===== config.mk =====
export PLATFORM = sky130hd
export DESIGN_NAME = fp_hazard_ctrl
export DESIGN_NICKNAME = d
export VERILOG_FILES = /design/src/rtl/fp_hazard_ctrl.sv
export SDC_FILE = /design/constraint.sdc
export NUM_CORES = 1
export LEC_CHECK = 0
export CORE_MARGIN = 2
export CORE_UTILIZATION = 30
export CTS_CLUSTER_SIZE = 28
export DETAILED_ROUTE_END_ITERATION = 6
export GPL_ROUTABILITY_DRIVEN = 0
export PLACE_DENSITY = 0.61
export SLEW_MARGIN = 20
export SYNTH_ARGS = -nofsm -noshare
export SYNTH_HDL_FRONTEND = slang
export SYNTH_SLANG_ARGS = --single-unit

===== constraint.sdc =====
create_clock -name clk_i -period 12.3 [get_ports clk_i]
set_input_delay 2.46 -clock clk_i [delete_from_list [all_inputs] [get_ports clk_i]]
set_output_delay 2.46 -clock clk_i [all_outputs]
set_load 0.01 [all_outputs]

===== src/rtl/fp_hazard_ctrl.sv =====
// fp_hazard_ctrl: issue/hazard controller for an in-order pipelined FPU with writeback and optional bypass.
//
// Tracks up to DEPTH in-flight FPU ops in an in-order FIFO of {rd, rd_we}. It stalls issue on
// RAW/WAW hits against pending destinations or on a full FIFO, and steers FPU results to the
// FP register file. A flush drains the in-flight ops and discards their results.
//
// Optional feature macro: FP_HAZARD_BYPASS_EN. When it is defined, a RAW hit on only the
// completing head op is forwarded from fpu_result_i instead of stalling.
//
// Ports:
//   clk_i, rst_ni                    clock; asynchronous active-low reset
//   id_valid_i                       FP instruction presented for issue
//   rs1_i/rs2_i/rs3_i, use_rs*_i     source addresses and their read enables
//   rd_i, rd_we_i                    destination address and write enable
//   flush_i                          kill all in-flight ops
//   fpu_valid_o, fpu_ready_i         issue handshake to the FPU
//   fpu_done_i, fpu_result_i         in-order completion of the oldest op and its result
//   stall_o                          hold the issuing stage
//   byp_sel_a/b/c_o, byp_data_o      per-source bypass select and bypass data
//   wb_we_o, wb_addr_o, wb_data_o    FP register-file write port
//   err_o                            sticky flag for a done with nothing in flight
module fp_hazard_ctrl #(
    parameter int DEPTH = 4
) (
    input  logic        clk_i,
    input  logic        rst_ni,
    input  logic        id_valid_i,
    input  logic [4:0]  rs1_i,
    input  logic [4:0]  rs2_i,
    input  logic [4:0]  rs3_i,
    input  logic        use_rs1_i,
    input  logic        use_rs2_i,
    input  logic        use_rs3_i,
    input  logic [4:0]  rd_i,
    input  logic        rd_we_i,
    input  logic        flush_i,
    output logic        fpu_valid_o,
    input  logic        fpu_ready_i,
    input  logic        fpu_done_i,
    input  logic [31:0] fpu_result_i,
    output logic        stall_o,
    output logic        byp_sel_a_o,
    output logic        byp_sel_b_o,
    output logic        byp_sel_c_o,
    output logic [31:0] byp_data_o,
    output logic        wb_we_o,
    output logic [4:0]  wb_addr_o,
    output logic [31:0] wb_data_o,
    output logic        err_o
);
    localparam int AW = $clog2(DEPTH);

    typedef enum logic {RUN = 1'b0, DRAIN = 1'b1} state_t;

    state_t           state_q, state_d;
    logic [4:0]       rd_q [DEPTH];
    logic [DEPTH-1:0] we_q;
    logic [AW-1:0]    head_q, tail_q;
    logic [AW:0]      count_q, count_d;
    logic             err_q;
    logic [DEPTH-1:0] live, hit1, hit2, hit3, hitw;
    logic             run, head_done, full, raw1, raw2, raw3, byp1, byp2, byp3, hazard, issue;

    // An entry is live when its distance from the head is below the occupancy.
    always_comb begin
        live = '0;
        hit1 = '0;
        hit2 = '0;
        hit3 = '0;
        hitw = '0;
        for (int i = 0; i < DEPTH; i++) begin
            live[i] = {1'b0, AW'(i) - head_q} < count_q;
            hit1[i] = live[i] & we_q[i] & (rd_q[i] == rs1_i);
            hit2[i] = live[i] & we_q[i] & (rd_q[i] == rs2_i);
            hit3[i] = live[i] & we_q[i] & (rd_q[i] == rs3_i);
            hitw[i] = live[i] & we_q[i] & (rd_q[i] == rd_i);
        end
    end

    assign run       = (state_q == RUN);
    assign head_done = fpu_done_i & (count_q != '0);
    assign full      = (count_q == (AW+1)'(DEPTH));
    assign raw1      = use_rs1_i & |hit1;
    assign raw2      = use_rs2_i & |hit2;
    assign raw3      = use_rs3_i & |hit3;

`ifdef FP_HAZARD_BYPASS_EN
    logic [DEPTH-1:0] head_oh;

    always_comb begin
        head_oh = '0;
        for (int i = 0; i < DEPTH; i++) head_oh[i] = (AW'(i) == head_q);
    end

    // Forward only when the completing head is the sole match, so it is also the youngest writer.
    assign byp1 = use_rs1_i & (hit1 == head_oh) & head_done & run;
    assign byp2 = use_rs2_i & (hit2 == head_oh) & head_done & run;
    assign byp3 = use_rs3_i & (hit3 == head_oh) & head_done & run;
`else
    assign byp1 = 1'b0;
    assign byp2 = 1'b0;
    assign byp3 = 1'b0;
`endif

    // A full FIFO stalls even when the head retires this cycle, keeping fpu_valid_o off the done path.
    assign hazard = (raw1 & ~byp1) | (raw2 & ~byp2) | (raw3 & ~byp3) | (rd_we_i & |hitw) | full;

    always_ff @(posedge clk_i or negedge rst_ni) begin
        if (!rst_ni) begin
            state_q <= RUN;
            head_q  <= '0;
            tail_q  <= '0;
            count_q <= '0;
            err_q   <= 1'b0;
        end else begin
            state_q <= state_d;
            count_q <= count_d;
            if (issue) tail_q <= tail_q + 1'b1;
            if (head_done) head_q <= head_q + 1'b1;
            if (fpu_done_i && count_q == '0) err_q <= 1'b1;
        end
    end

    // Payload needs no reset: occupancy alone decides which entries are live.
    always_ff @(posedge clk_i) begin
        if (issue) begin
            rd_q[tail_q] <= rd_i;
            we_q[tail_q] <= rd_we_i;
        end
    end

    // Flush leaves for DRAIN only if something is still in flight after this cycle's pop.
    always_comb begin
        count_d = count_q + (AW+1)'(issue) - (AW+1)'(head_done);
        state_d = run ? ((flush_i && count_d != '0) ? DRAIN : RUN) : ((count_d == '0) ? RUN : DRAIN);
    end

    // Outputs are forced low while reset is asserted, including the data buses.
    always_comb begin
        fpu_valid_o = rst_ni & id_valid_i & ~hazard & run & ~flush_i;
        issue       = fpu_valid_o & fpu_ready_i;
        stall_o     = rst_ni & id_valid_i & ~issue;
        wb_we_o     = rst_ni & head_done & we_q[head_q] & run;
        wb_addr_o   = rst_ni ? rd_q[head_q] : 5'd0;
        wb_data_o   = rst_ni ? fpu_result_i : 32'd0;
        byp_sel_a_o = rst_ni & byp1;
        byp_sel_b_o = rst_ni & byp2;
        byp_sel_c_o = rst_ni & byp3;
`ifdef FP_HAZARD_BYPASS_EN
        byp_data_o  = rst_ni ? fpu_result_i : 32'd0;
`else
        byp_data_o  = 32'd0;
`endif
        err_o       = err_q;
    end
endmodule


# Yosys cells after proc, flatten, opt, wreduce, memory -nomap -nowiden
# Memories as Yosys holds them, arrays and structs flattened.
# Cells that the tools add are included.
dict set report totals {
  regBits 13
  ramBits 20
  wordCells 104
  mem_count 1
}
# memory depth word_bits read_ports rd_clocked_by_memory_dff wr line_no
set mem_list {}
lappend mem_list {rd_q 4 5 5 0 1 56} ;# logic [4:0] rd_q [DEPTH];
dict set report op_classes {
  n_addsub 8
  order_cmp 7
  n_eq_ne 17
  n_mux 12
  bitwise 42
  reduce_logical 11
}
# op n
set ops {}
lappend ops {{$eq A5 B5 Y1} 16}
lappend ops {{$and A1 B1 Y1} 34}
lappend ops {{$mux W32} 1}
lappend ops {{$reduce_or A4 Y1} 4}
lappend ops {{$lt A2 B3 Y1} 4}
lappend ops {{$mux W1} 7}
lappend ops {{$logic_not A3 Y1} 2}
lappend ops {{$lt A2 B3 Y1 const B} 2}
lappend ops {{$reduce_bool A3 Y1} 2}
lappend ops {{$mux W5} 1}
lappend ops {{$add A2 B1 Y2 const B} 2}
lappend ops {{$bwmux W4} 1}
lappend ops {{$not A1 Y1} 4}
lappend ops {{$or A1 B1 Y1} 4}
lappend ops {{$sub A1 B2 Y2 const A} 2}
lappend ops {{$sub A2 B2 Y2 const A} 2}
lappend ops {{$add A3 B1 Y3} 1}
lappend ops {{$eq A3 B3 Y1 const B} 1}
lappend ops {{$logic_and A1 B1 Y1} 3}
lappend ops {{$sub A3 B1 Y3} 1}
lappend ops {{$bmux W1 S2} 1}
lappend ops {{$demux W1 S2} 1}
lappend ops {{$ge A2 B1 Y1 const B} 1}

# Depth between registers and ports, before layout
# Gate-level depths: netlist of run 1.
dict set report logic_depth {
  ltp_word 21
  depth_mapped 19
  mapped_depth_nobuf 18
}

# Worst setup path after synthesis of run 1
# Ideal clock, no wire load.
dict set report synth_timing {
  path_type {input to output}
  startpoint {in rs1_i[4]}
  endpoint {out stall_o}
  t_arrival_ns 3.895
  required_ns 9.840
  setup_slack_ns 5.945
  stages 8
  path_cell_list {clkbuf_1 -> xnor2_1 -> nand3_1 -> nor4_1 -> o41ai_1 -> nand3_1 -> nor4_4 -> nor2_1}
}
dict set report synth_via {
  elab_chain_len 15
}
# element line_no
set synth_lines {}
lappend synth_lines {{from (decl)} 28} ;# input logic [4:0] rs1_i,
lappend synth_lines {{$eq A5 B5 Y1} 73} ;# hit1[i] = live[i] & we_q[i] & (rd_q[i] == rs1_i);
lappend synth_lines {{$and A1 B1 Y1} 73}
lappend synth_lines {{$reduce_or A4 Y1 *} 83} ;# assign raw1 = use_rs1_i & |hit1;
lappend synth_lines {{$and A1 B1 Y1 *} 83}
lappend synth_lines {{$or A1 B1 Y1 * (4 in series)} 106} ;# assign hazard = (raw1 & ~byp1) | (raw2 & ~byp2) | (raw3 & ~byp3) | (rd_we_i & |hitw) | full;
lappend synth_lines {{$not A1 Y1 *} 140} ;# fpu_valid_o = rst_ni & id_valid_i & ~hazard & run & ~flush_i;
lappend synth_lines {{$and A1 B1 Y1 * (3 in series)} 140}
lappend synth_lines {{$and A1 B1 Y1 *} 141} ;# issue = fpu_valid_o & fpu_ready_i;
lappend synth_lines {{$not A1 Y1 *} 142} ;# stall_o = rst_ni & id_valid_i & ~issue;
lappend synth_lines {{$and A1 B1 Y1 *} 142}
lappend synth_lines {{to (decl)} 41} ;# output logic stall_o,
# Mark *: on every way between the ends. The rest lies on a longest branch, timed or not.

# Final worst setup path of run 1
dict set report layout_timing {
  startpoint {in rs2_i[2]}
  endpoint {out stall_o}
}
dict set report layout_via {
  elab_chain_len 15
}
# element line_no
set layout_lines {}
lappend layout_lines {{from (decl)} 29} ;# input logic [4:0] rs2_i,
lappend layout_lines {{$eq A5 B5 Y1} 74} ;# hit2[i] = live[i] & we_q[i] & (rd_q[i] == rs2_i);
lappend layout_lines {{$and A1 B1 Y1} 74}
lappend layout_lines {{$reduce_or A4 Y1 *} 84} ;# assign raw2 = use_rs2_i & |hit2;
lappend layout_lines {{$and A1 B1 Y1 *} 84}
lappend layout_lines {{$or A1 B1 Y1 * (4 in series)} 106}
lappend layout_lines {{$not A1 Y1 *} 140}
lappend layout_lines {{$and A1 B1 Y1 * (3 in series)} 140}
lappend layout_lines {{$and A1 B1 Y1 *} 141}
lappend layout_lines {{$not A1 Y1 *} 142}
lappend layout_lines {{$and A1 B1 Y1 *} 142}
# Marked as above.

==> impl_metrics.json, run 1 <==
{
  "first_global_vias": 2409,
  "synth_area_um2": 3150,
  "fmax_mhz": 134,
  "worst-path-max-fanout": 8,
  "yosysSeqAreaShare": 0.300,
  "asyncSetResetFlopFracSynth": 0.273,
  "synth_cell_type_count": 37,
  "detail_route.drc_violations": 0,
  "finalMaxSlewViolations": 0,
  "clock_tree_skew_after_final_layout_ns": 0.00620,
  "layout-drive-gt1-share": 0.0553,
  "timing.final.crit_share": 0.607,
  "ant_nets": 0,
  "post_synth_xor_area_fraction": 0.239,
  "syn2layout_area_growth_pct": 31.2,
  "run_status": "finished, final reports clean",
  "route.final.wire_length_mm": 8.10,
  "post-cts-setup-buffers": 0,
  "total_of_warnings_raised_by_yosys": 0,
  "port_buffers": 102,
  "diodes": 0,
  "cap_viol_max_count": 0,
  "ctsResizeCount": 0,
  "synth_top_family_by_area": "XOR/XNOR gates",
  "drt_first_pass_iters": 4,
  "fp.dieH_um": 107,
  "grt_setup_unrepaired": "no",
  "pre_cts_slack_ns": 4.76,
  "finalNetCount": 470,
  "synth.ff_latch_count": 33,
  "critPathArrivalTime_ns": 5.01,
  "synthesis.area_per_instance_um2": 9.70,
  "finalHoldViolCount": 0,
  "via_count": 2416,
  "crit_required_ns": 9.84,
  "power_per_cell_area_nw_per_um2": 111,
  "finalPower_uw": 459,
  "yosys.area_share.adder": 0.0461,
  "worst-slew-pin-transition_ns": 0.587,
  "clk_transition_reported_paths_ns": 0.07,
  "postSynthCellCount": 325,
  "slew-limit-headroom": 0.609,
  "clockRootBuffer": "sky130_fd_sc_hd__clkbuf_8",
  "clockBufferDepth": 2,
  "place.detailed.hpwl_mm": 6.63,
  "worstSkewPairLatency_ns": 0.28,
  "setup.reg_to_reg.worst_slack_ns": 7.78,
  "synth_ff_type": "sky130_fd_sc_hd__edfxtp_1",
  "finalSetupTns_ns": 0,
  "grt.total_usage": 0.145,
  "crit_path_start": "rs2_i[2]",
  "reg_to_reg_critical_path_endpoint": "state_q",
  "critical_path.startpoint_type": "input port",
  "core.rowCount": 37,
  "peakVddDrop_mv": 0.0353,
  "largest_net_degree_at_the_start_of_global_routing": 49,
  "multiplexer_area_fraction_after_synthesis": 0.0476,
  "critical_path_sink_type": "output pin",
  "criticalPathCategory": "in -> out",
  "route.detailed.wl_per_inst_um": 15.2,
  "stdcell_area_um2": 4140,
  "leakagePower_uw": 0.00150,
  "die-area_um2": 11300,
  "critical_path.reg2reg.startpoint": "head_q[0]",
  "synth_enable_flop_cells": 24,
  "cts_hold_buf": 0,
  "cts_buffers": 5,
  "layout_common_cells": "sky130_fd_sc_hd__clkdlybuf4s50_1, sky130_fd_sc_hd__xnor2_1, sky130_fd_sc_hd__and2_1",
  "detail_route.vias_per_cell": 4.52,
  "setup_viol": 0,
  "first_iter_violations": 99,
  "first_pass_grt_wire_length_mm": 12.7,
  "endpoint": "stall_o",
  "postLayoutSetupSlackWorst_ns": 4.83,
  "detailed_place.area_um2": 4050,
  "fillCellCount": 1006,
  "finalCriticalPeriod_ns": 7.47,
  "core_area_um2": 10300,
  "initial_utilization": 0.307,
  "synth-simple-area-share": 0.174,
  "top_level_ports": 138,
  "synth_area_in_compound_gates": 0.0405,
  "antenna_found_initial": 0,
  "most_common_library_cell_in_the_layout_ignoring_fill_and_taps": "sky130_fd_sc_hd__clkdlybuf4s50_1",
  "cts_tree": "yes",
  "worst_hold_path_type": "reg -> reg",
  "worstRegToRegCells": 18,
  "clkSinkCount": 33,
  "cts_htree_levels": 2,
  "die_w_um": 107,
  "gr-total-overflow": 0
}
-- power by group --
group          leakage [µW]  switching, µW  internal [µW]  total [µW]
Combinational       0.00114           95.1            117         212
Sequential         0.000317           33.3            136         169
Clock             0.0000439           39.2           39.0        78.2
-- layout make-up --
cell class                 instances  area, µm²  share of cell area
clock buffer                       5       68.8              0.0166
clock inverter                     3       17.5             0.00423
inverter                          13       48.8              0.0118
multi-input combinational        241       1860               0.449
sequential                        33        946               0.229
tap                              136        170              0.0411
timing repair buffer             103       1030               0.249
-- logic make-up after synthesis --
group                    count (synthesis)
AND/OR/NAND/NOR                         90
adder cells (fa/ha/maj)                 11
AO/OA/AOI/OAI                           12
buffers and inverters                   85
flip-flops                              33
XOR/XNOR                                86
multiplexers                             7
other                                    1
-- registers in the layout, indices dropped and copies added (netlist names) --
name	flops
state_q	1
tail_q	2
head_q	2
we_q	4
rd_q	20
err_o	1
count_q	3
-- worst max-delay path, stage by stage --
cell and delay [ns]:
sky130_fd_sc_hd__clkdlybuf4s50_1 0.61, sky130_fd_sc_hd__xor2_1 0.19, sky130_fd_sc_hd__nor4_1 0.07, sky130_fd_sc_hd__o41ai_1 0.53
sky130_fd_sc_hd__nand3_1 0.20, sky130_fd_sc_hd__nor4_4 0.38, sky130_fd_sc_hd__nor2_1 0.07, sky130_fd_sc_hd__clkdlybuf4s50_1 0.50
-- how the worst min path moves through the flow --
stage,start,cells after the start,endpoint,slack [ns]
global placement,err_o,1,err_o,0.44
detailed placement,err_o,1,err_o,0.45
finish,err_o,1,err_o,0.45
global route,err_o,1,err_o,0.49
CTS,err_o,1,err_o,0.46
floorplan,err_o,1,err_o,0.49
-- layer usage --
layer,track usage,wire [µm],part of all wire
met1,0.183,3620,0.45
met2,0.254,3990,0.49
met3,0.0264,417,0.051
met4,0.0380,68,0.0084
met5,0,0,0
-- cells in the mapped netlist, types with 2 or more instances --
library cell	count	area [µm²]
sky130_fd_sc_hd__buf_4	36	270
sky130_fd_sc_hd__nand2b_1	5	31.3
sky130_fd_sc_hd__nor3_1	3	15.0
sky130_fd_sc_hd__clkbuf_2	3	15.0
sky130_fd_sc_hd__nand2_1	3	11.3
sky130_fd_sc_hd__xor2_1	34	298
sky130_fd_sc_hd__nor4_1	15	93.8
sky130_fd_sc_hd__nor2_1	2	7.51
sky130_fd_sc_hd__buf_2	9	45.0
sky130_fd_sc_hd__clkbuf_1	20	75.1
sky130_fd_sc_hd__and2_1	41	257
sky130_fd_sc_hd__xnor2_1	52	455
sky130_fd_sc_hd__o41ai_1	2	17.5
sky130_fd_sc_hd__mux4_2	6	135
sky130_fd_sc_hd__edfxtp_1	24	721
sky130_fd_sc_hd__dfrtp_1	9	225
sky130_fd_sc_hd__inv_1	13	48.8
sky130_fd_sc_hd__nand3_1	17	85.1
sky130_fd_sc_hd__buf_1	3	11.3
sky130_fd_sc_hd__ha_1	10	125
sky130_fd_sc_hd__o221ai_2	2	30.0
-- per-stage QoR --
stage / hold WS (ns) / util / std cells
6_report: 0.454 / 0.402 / 534
5_1_grt: 0.488 / 0.402 / 534
4_1_cts: 0.460 / 0.402 / 534
3_5_place_dp: 0.448 / 0.394 / 526
3_3_place_gp: 0.443 / 0.394 / 526
2_1_floorplan: 0.493 / - / 359
Power figures use the tool's default switching activity.
==> inputs of run 2 (changes only) <==
- PLACE_DENSITY: 0.61 -> 0.64
- clock period: 12.3 -> 6.5 ns (I/O delays scaled with it)
==> impl_metrics.json, run 2 (synthesis results as in run 1) <==
{
  "cts_tree": "yes",
  "critical-path-max-stage-delay_ns": 0.62,
  "max_flop_register": "rd_q",
  "first_pass_grt_wire_length_mm": 12.6,
  "antenna_found_initial": 0,
  "slew-limit-headroom": 0.609,
  "top_level_ports": 138,
  "timing.final.crit_share": 0.816,
  "biggestRegsByFlops": "rd_q (20), we_q (4), count_q (3)",
  "critPathArrivalTime_ns": 4.00,
  "area.sequential_um2": 946,
  "worst-slew-pin-transition_ns": 0.580,
  "fin_hold_ws_ns": 0.469,
  "drt_first_pass_iters": 4,
  "worst_path_dominant_cell_family": "buffers and inverters",
  "critical_path_sink_type": "output pin",
  "diodes": 0,
  "ctsResizeCount": 0,
  "fmax_mhz": 189,
  "largest_reg_flops": 20,
  "fillCellCount": 986,
  "detail_route.vias_per_cell": 4.44,
  "setup.reg_to_reg.worst_slack_ns": 1.81,
  "ant_nets": 0,
  "clkSinkCount": 33,
  "cap_viol_max_count": 0,
  "worstSkewPairLatency_ns": 0.29,
  "die_w_um": 107,
  "crit_chain": "clkdlybuf4s50_1, xnor2_1, nand3_1, nor4_1, o41ai_1, nand3_1, nor4_4, nor2_1, clkdlybuf4s50_1",
  "critical_path.reg2reg.startpoint": "head_q[0]",
  "cts_hold_buf": 0,
  "layout_common_cells": "sky130_fd_sc_hd__clkdlybuf4s50_1, sky130_fd_sc_hd__xnor2_1, sky130_fd_sc_hd__and2_1",
  "largest_net_degree_at_the_start_of_global_routing": 49,
  "clockRootBuffer": "sky130_fd_sc_hd__clkbuf_8",
  "place.detailed.hpwl_mm": 6.69,
  "worst_hold_path_type": "reg -> reg",
  "route.final.wire_length_mm": 8.09,
  "grt_setup_unrepaired": "no",
  "layout-drive-gt1-share": 0.0553,
  "syn2layout_area_growth_pct": 31.2,
  "finalHoldViolCount": 0,
  "core_area_um2": 10300,
  "grt.total_usage": 0.142,
  "fp.dieH_um": 107,
  "peakVddDrop_mv": 0.0874,
  "finish.utilization": 0.402,
  "gr-total-overflow": 0,
  "endpoint": "stall_o",
  "first_iter_violations": 108,
  "crit_path_start": "rs2_i[4]",
  "port_buffers": 102,
  "first_global_vias": 2456,
  "power_per_cell_area_nw_per_um2": 211,
  "cpMaxStageDelayCell": "sky130_fd_sc_hd__o41ai_1",
  "via_count": 2372,
  "detail_route.drc_violations": 0,
  "path_buf_inv": 2,
  "most_common_library_cell_in_the_layout_ignoring_fill_and_taps": "sky130_fd_sc_hd__clkdlybuf4s50_1",
  "finalCriticalPeriod_ns": 5.30,
  "detailed_place.area_um2": 4050,
  "core.rowCount": 37,
  "clock_tree_skew_after_final_layout_ns": 0.00669,
  "initial_utilization": 0.307,
  "crit_required_ns": 5.20,
  "worstRegToRegCells": 18,
  "reg_to_reg_critical_path_endpoint": "state_q",
  "finalSetupTns_ns": 0,
  "die-area_um2": 11300,
  "finalMaxSlewViolations": 0,
  "cts_buffers": 5,
  "stdcell_area_um2": 4140,
  "leakagePower_uw": 0.00150,
  "cts_htree_levels": 2,
  "area_of_the_multi_input_gates_um2": 1860,
  "worst-path-max-fanout": 8,
  "critical_path.startpoint_type": "input port",
  "finalNetCount": 470,
  "setup_viol": 0,
  "clockBufferDepth": 2,
  "criticalPathCategory": "in -> out",
  "crit_cells": 9,
  "run_status": "finished, final reports clean",
  "clk_transition_reported_paths_ns": 0.07,
  "route.detailed.wl_per_inst_um": 15.2,
  "post-cts-setup-buffers": 0
}
-- run 2: cell counts in the layout (fill, tap and decap cells not counted) --
Identical to the previous run, type by type.
-- run 2: metal layers --
metal	global-route usage	part of all wire	wire length, µm	vias up
met5	0	0	0	-
met4	0.0390	0.014	114	0
met3	0.0276	0.066	536	13
met2	0.250	0.49	3990	108
met1	0.176	0.43	3460	1114
li1	-	-	-	1137
-- run 2: where the power goes --
group          switching, µW  total [µW]  leakage (µW)  internal [µW]
combinational            180         401       0.00114            221
clock                   77.9         152     0.0000439           73.8
sequential              64.7         321      0.000317            257
-- run 2: cell type report --
class,count,share of cell area
clock inverter,3,0.00423
sequential,33,0.229
clock buffer,5,0.0166
timing repair buffer,103,0.249
tap,136,0.0411
inverter,13,0.0118
multi-input combinational,241,0.449
-- run 2: worst reg2reg max path, cell delays in order (launching register included) --
cell                       delay [ns]
sky130_fd_sc_hd__dfrtp_1         0.71
sky130_fd_sc_hd__xnor2_1         0.21
sky130_fd_sc_hd__inv_1           0.07
sky130_fd_sc_hd__ha_1            0.27
sky130_fd_sc_hd__nand2b_1        0.05
sky130_fd_sc_hd__o221ai_1        0.42
sky130_fd_sc_hd__nor4_1          0.13
sky130_fd_sc_hd__o41ai_1         0.51
sky130_fd_sc_hd__nand3_1         0.23
sky130_fd_sc_hd__nor4_4          0.39
sky130_fd_sc_hd__inv_1           0.09
sky130_fd_sc_hd__ha_1            0.28
sky130_fd_sc_hd__inv_1           0.06
sky130_fd_sc_hd__ha_1            0.14
sky130_fd_sc_hd__inv_1           0.05
sky130_fd_sc_hd__fa_1            0.37
sky130_fd_sc_hd__xnor2_1         0.15
sky130_fd_sc_hd__xnor2_1         0.16
sky130_fd_sc_hd__o32a_1          0.29
-- run 2: how the worst min path moves through the flow --
| stage | startpoint | to | slack (ns) | cells past startpoint |
|---|---|---|---|---|
| detailed placement | err_o | err_o | 0.46 | 1 |
| global route | err_o | err_o | 0.51 | 1 |
| CTS | err_o | err_o | 0.48 | 1 |
| finish | err_o | err_o | 0.47 | 1 |
| global placement | err_o | err_o | 0.46 | 1 |
| floorplan | err_o | err_o | 0.49 | 1 |
-- run 2: through the flow --
| step | power [µW] | setup WS, ns | std cells |
|---|---|---|---|
| CTS | 883 | 1.17 | 534 |
| global route | 938 | 0.954 | 534 |
| detailed placement | 732 | 1.17 | 526 |
| finish | 874 | 1.20 | 534 |
| floorplan | 604 | 2.30 | 359 |
| global placement | 716 | 1.27 | 526 |
==> inputs of run 3 (changes only) <==
- clock period: 6.5 -> 4.3 ns (I/O delays scaled with it)
==> impl_metrics.json, run 3 (synthesis results as in run 1) <==
{
  "worst-path-max-fanout": 7,
  "die-area_um2": 11300,
  "crit_path_start": "rs3_i[3]",
  "core_area_um2": 10300,
  "finalNetCount": 475,
  "run_status": "finished, final reports clean",
  "layout_common_cells": "sky130_fd_sc_hd__clkdlybuf4s50_1, sky130_fd_sc_hd__xnor2_1, sky130_fd_sc_hd__and2_1",
  "clock_tree_skew_after_final_layout_ns": 0.00590,
  "top_level_ports": 138,
  "worstSkewPairLatency_ns": 0.28,
  "route.detailed.wl_per_inst_um": 15.2,
  "stdcell_area_um2": 4250,
  "criticalPathCategory": "in -> out",
  "setup_viol": 0,
  "worst_hold_path_type": "reg -> reg",
  "critical_path.reg2reg.startpoint": "count_q[1]",
  "worst_path_dominant_cell_family": "buffers and inverters",
  "most_common_library_cell_in_the_layout_ignoring_fill_and_taps": "sky130_fd_sc_hd__clkdlybuf4s50_1",
  "route.final.wire_length_mm": 8.22,
  "fmax_mhz": 242,
  "clockRootBuffer": "sky130_fd_sc_hd__clkbuf_8",
  "via_count": 2430,
  "cts_buffers": 5,
  "first_global_vias": 2439,
  "drt_first_pass_iters": 4,
  "crit_required_ns": 3.44,
  "port_buffers": 102,
  "finalCriticalPeriod_ns": 4.14,
  "cts_htree_levels": 2,
  "detail_route.drc_violations": 0,
  "largest_net_degree_at_the_start_of_global_routing": 48,
  "power_per_cell_area_nw_per_um2": 347,
  "post-cts-setup-buffers": 0,
  "path_buf_inv": 3,
  "clk_transition_reported_paths_ns": 0.07,
  "first_pass_grt_wire_length_mm": 12.5,
  "first_iter_violations": 107,
  "fp.dieH_um": 107,
  "detail_route.vias_per_cell": 4.51,
  "post_layout_nonfiller_instances": 539,
  "diodes": 0,
  "place.detailed.instances": 531,
  "clockBufferDepth": 2,
  "timing.final.crit_share": 0.962,
  "crit_chain": "clkdlybuf4s50_1, xnor2_1, nand3_1, nor4_1, o41a_1, nor4_4, buf_4, nor2_1, clkdlybuf4s50_1",
  "biggestRegsByFlops": "rd_q (20), we_q (4), count_q (3)",
  "die_w_um": 107,
  "largest_reg_flops": 20,
  "gr-total-overflow": 0,
  "clkSinkCount": 33,
  "core.rowCount": 37,
  "grt_setup_unrepaired": "no",
  "critical_path.startpoint_type": "input port",
  "finalHoldViolCount": 0,
  "syn2layout_area_growth_pct": 34.7,
  "holdCritStartpoint": "err_o",
  "place.detailed.hpwl_mm": 6.67,
  "peakVddDrop_mv": 0.202,
  "max_flop_register": "rd_q",
  "fin_hold_ws_ns": 0.475,
  "grt.total_usage": 0.142,
  "cpMaxStageDelayCell": "sky130_fd_sc_hd__clkdlybuf4s50_1",
  "layout-drive-gt1-share": 0.0720,
  "critical_path_sink_type": "output pin",
  "cts_tree": "yes",
  "initial_utilization": 0.307,
  "finalSetupTns_ns": 0,
  "antenna_found_initial": 0,
  "critPathMostFrequentCell": "sky130_fd_sc_hd__clkdlybuf4s50_1",
  "critical-path-max-stage-delay_ns": 0.54,
  "detailed_place.area_um2": 4090,
  "finalMaxSlewViolations": 0,
  "cap_viol_max_count": 0,
  "leakagePower_uw": 0.00156,
  "critPathArrivalTime_ns": 3.28,
  "ant_nets": 0,
  "fillCellCount": 997
}
[run 3: cell types whose count changed in the layout (fill, tap and decap cells not counted), sizes merged]
cell and delta:
clkinvlp -1, buf +5, clkinv -1, bufinv +2
[run 3: routing by layer]
metal | vias up | share of wire | track usage
li1 | 1146 | - | -
met1 | 1169 | 0.43 | 0.181
met2 | 106 | 0.49 | 0.248
met3 | 9 | 0.068 | 0.0294
met4 | 0 | 0.0085 | 0.0334
met5 | - | 0 | 0
[run 3: final cells by class]
cell class              instances  area (µm²)  area share
flip-flops and latches         33         946       0.223
inverters                      13        48.8      0.0115
multi-input cells             241        1880       0.443
clock buffers                   5        68.8      0.0162
clock inverters                 3        65.1      0.0153
repair buffers                108        1070       0.251
well taps                     136         170      0.0401
[run 3: path summary, 6_finish.rpt]
path                               to  slack, ns  cells past startpoint
max in group asynchronous   tail_q[1]       3.02                      2
setup / recovery              stall_o       0.16                      9
min in group asynchronous  count_q[1]       0.99                      2
hold / removal                  err_o       0.47                      1
setup reg to reg              state_q       0.40                     16
hold reg to reg                 err_o       0.47                      1
[run 3: metrics by stage]
| step | worst slack [ns] | utilization | total power (µW) |
|---|---|---|---|
| floorplan | 0.343 | - | 912 |
| global placement | 0.0723 | 0.398 | 1110 |
| detailed placement | -0.0539 | 0.398 | 1120 |
| CTS | 0.0647 | 0.411 | 1470 |
| global route | 0.0209 | 0.413 | 1580 |
| finish | 0.163 | 0.413 | 1470 |
[run 3: worst reg2reg max path: stages (launching register included)]
cell and delay, ns:
sky130_fd_sc_hd__dfrtp_1 0.46, sky130_fd_sc_hd__inv_1 0.14, sky130_fd_sc_hd__ha_1 0.34, sky130_fd_sc_hd__o311ai_4 0.38, sky130_fd_sc_hd__nor4_1 0.13, sky130_fd_sc_hd__o41ai_2 0.44, sky130_fd_sc_hd__nand3_1 0.18, sky130_fd_sc_hd__nor4_4 0.18
sky130_fd_sc_hd__inv_1 0.07, sky130_fd_sc_hd__ha_1 0.27, sky130_fd_sc_hd__inv_1 0.05, sky130_fd_sc_hd__ha_1 0.13, sky130_fd_sc_hd__inv_1 0.05, sky130_fd_sc_hd__fa_1 0.38, sky130_fd_sc_hd__xnor2_1 0.15, sky130_fd_sc_hd__xnor2_1 0.16
sky130_fd_sc_hd__o32a_1 0.29
[run 3: repair_timing]
action | 4_1_cts | 5_1_grt
resized for setup | 1 | 2
endpoints found under the setup margin | 1 | 2
hold buffers | 0 | 0
[run 3: where the power goes]
group | internal (µW) | leakage (µW) | switching (µW)
combinational | 360 | 0.00118 | 312
clock | 230 | 0.0000681 | 117
sequential | 389 | 0.000317 | 64.4
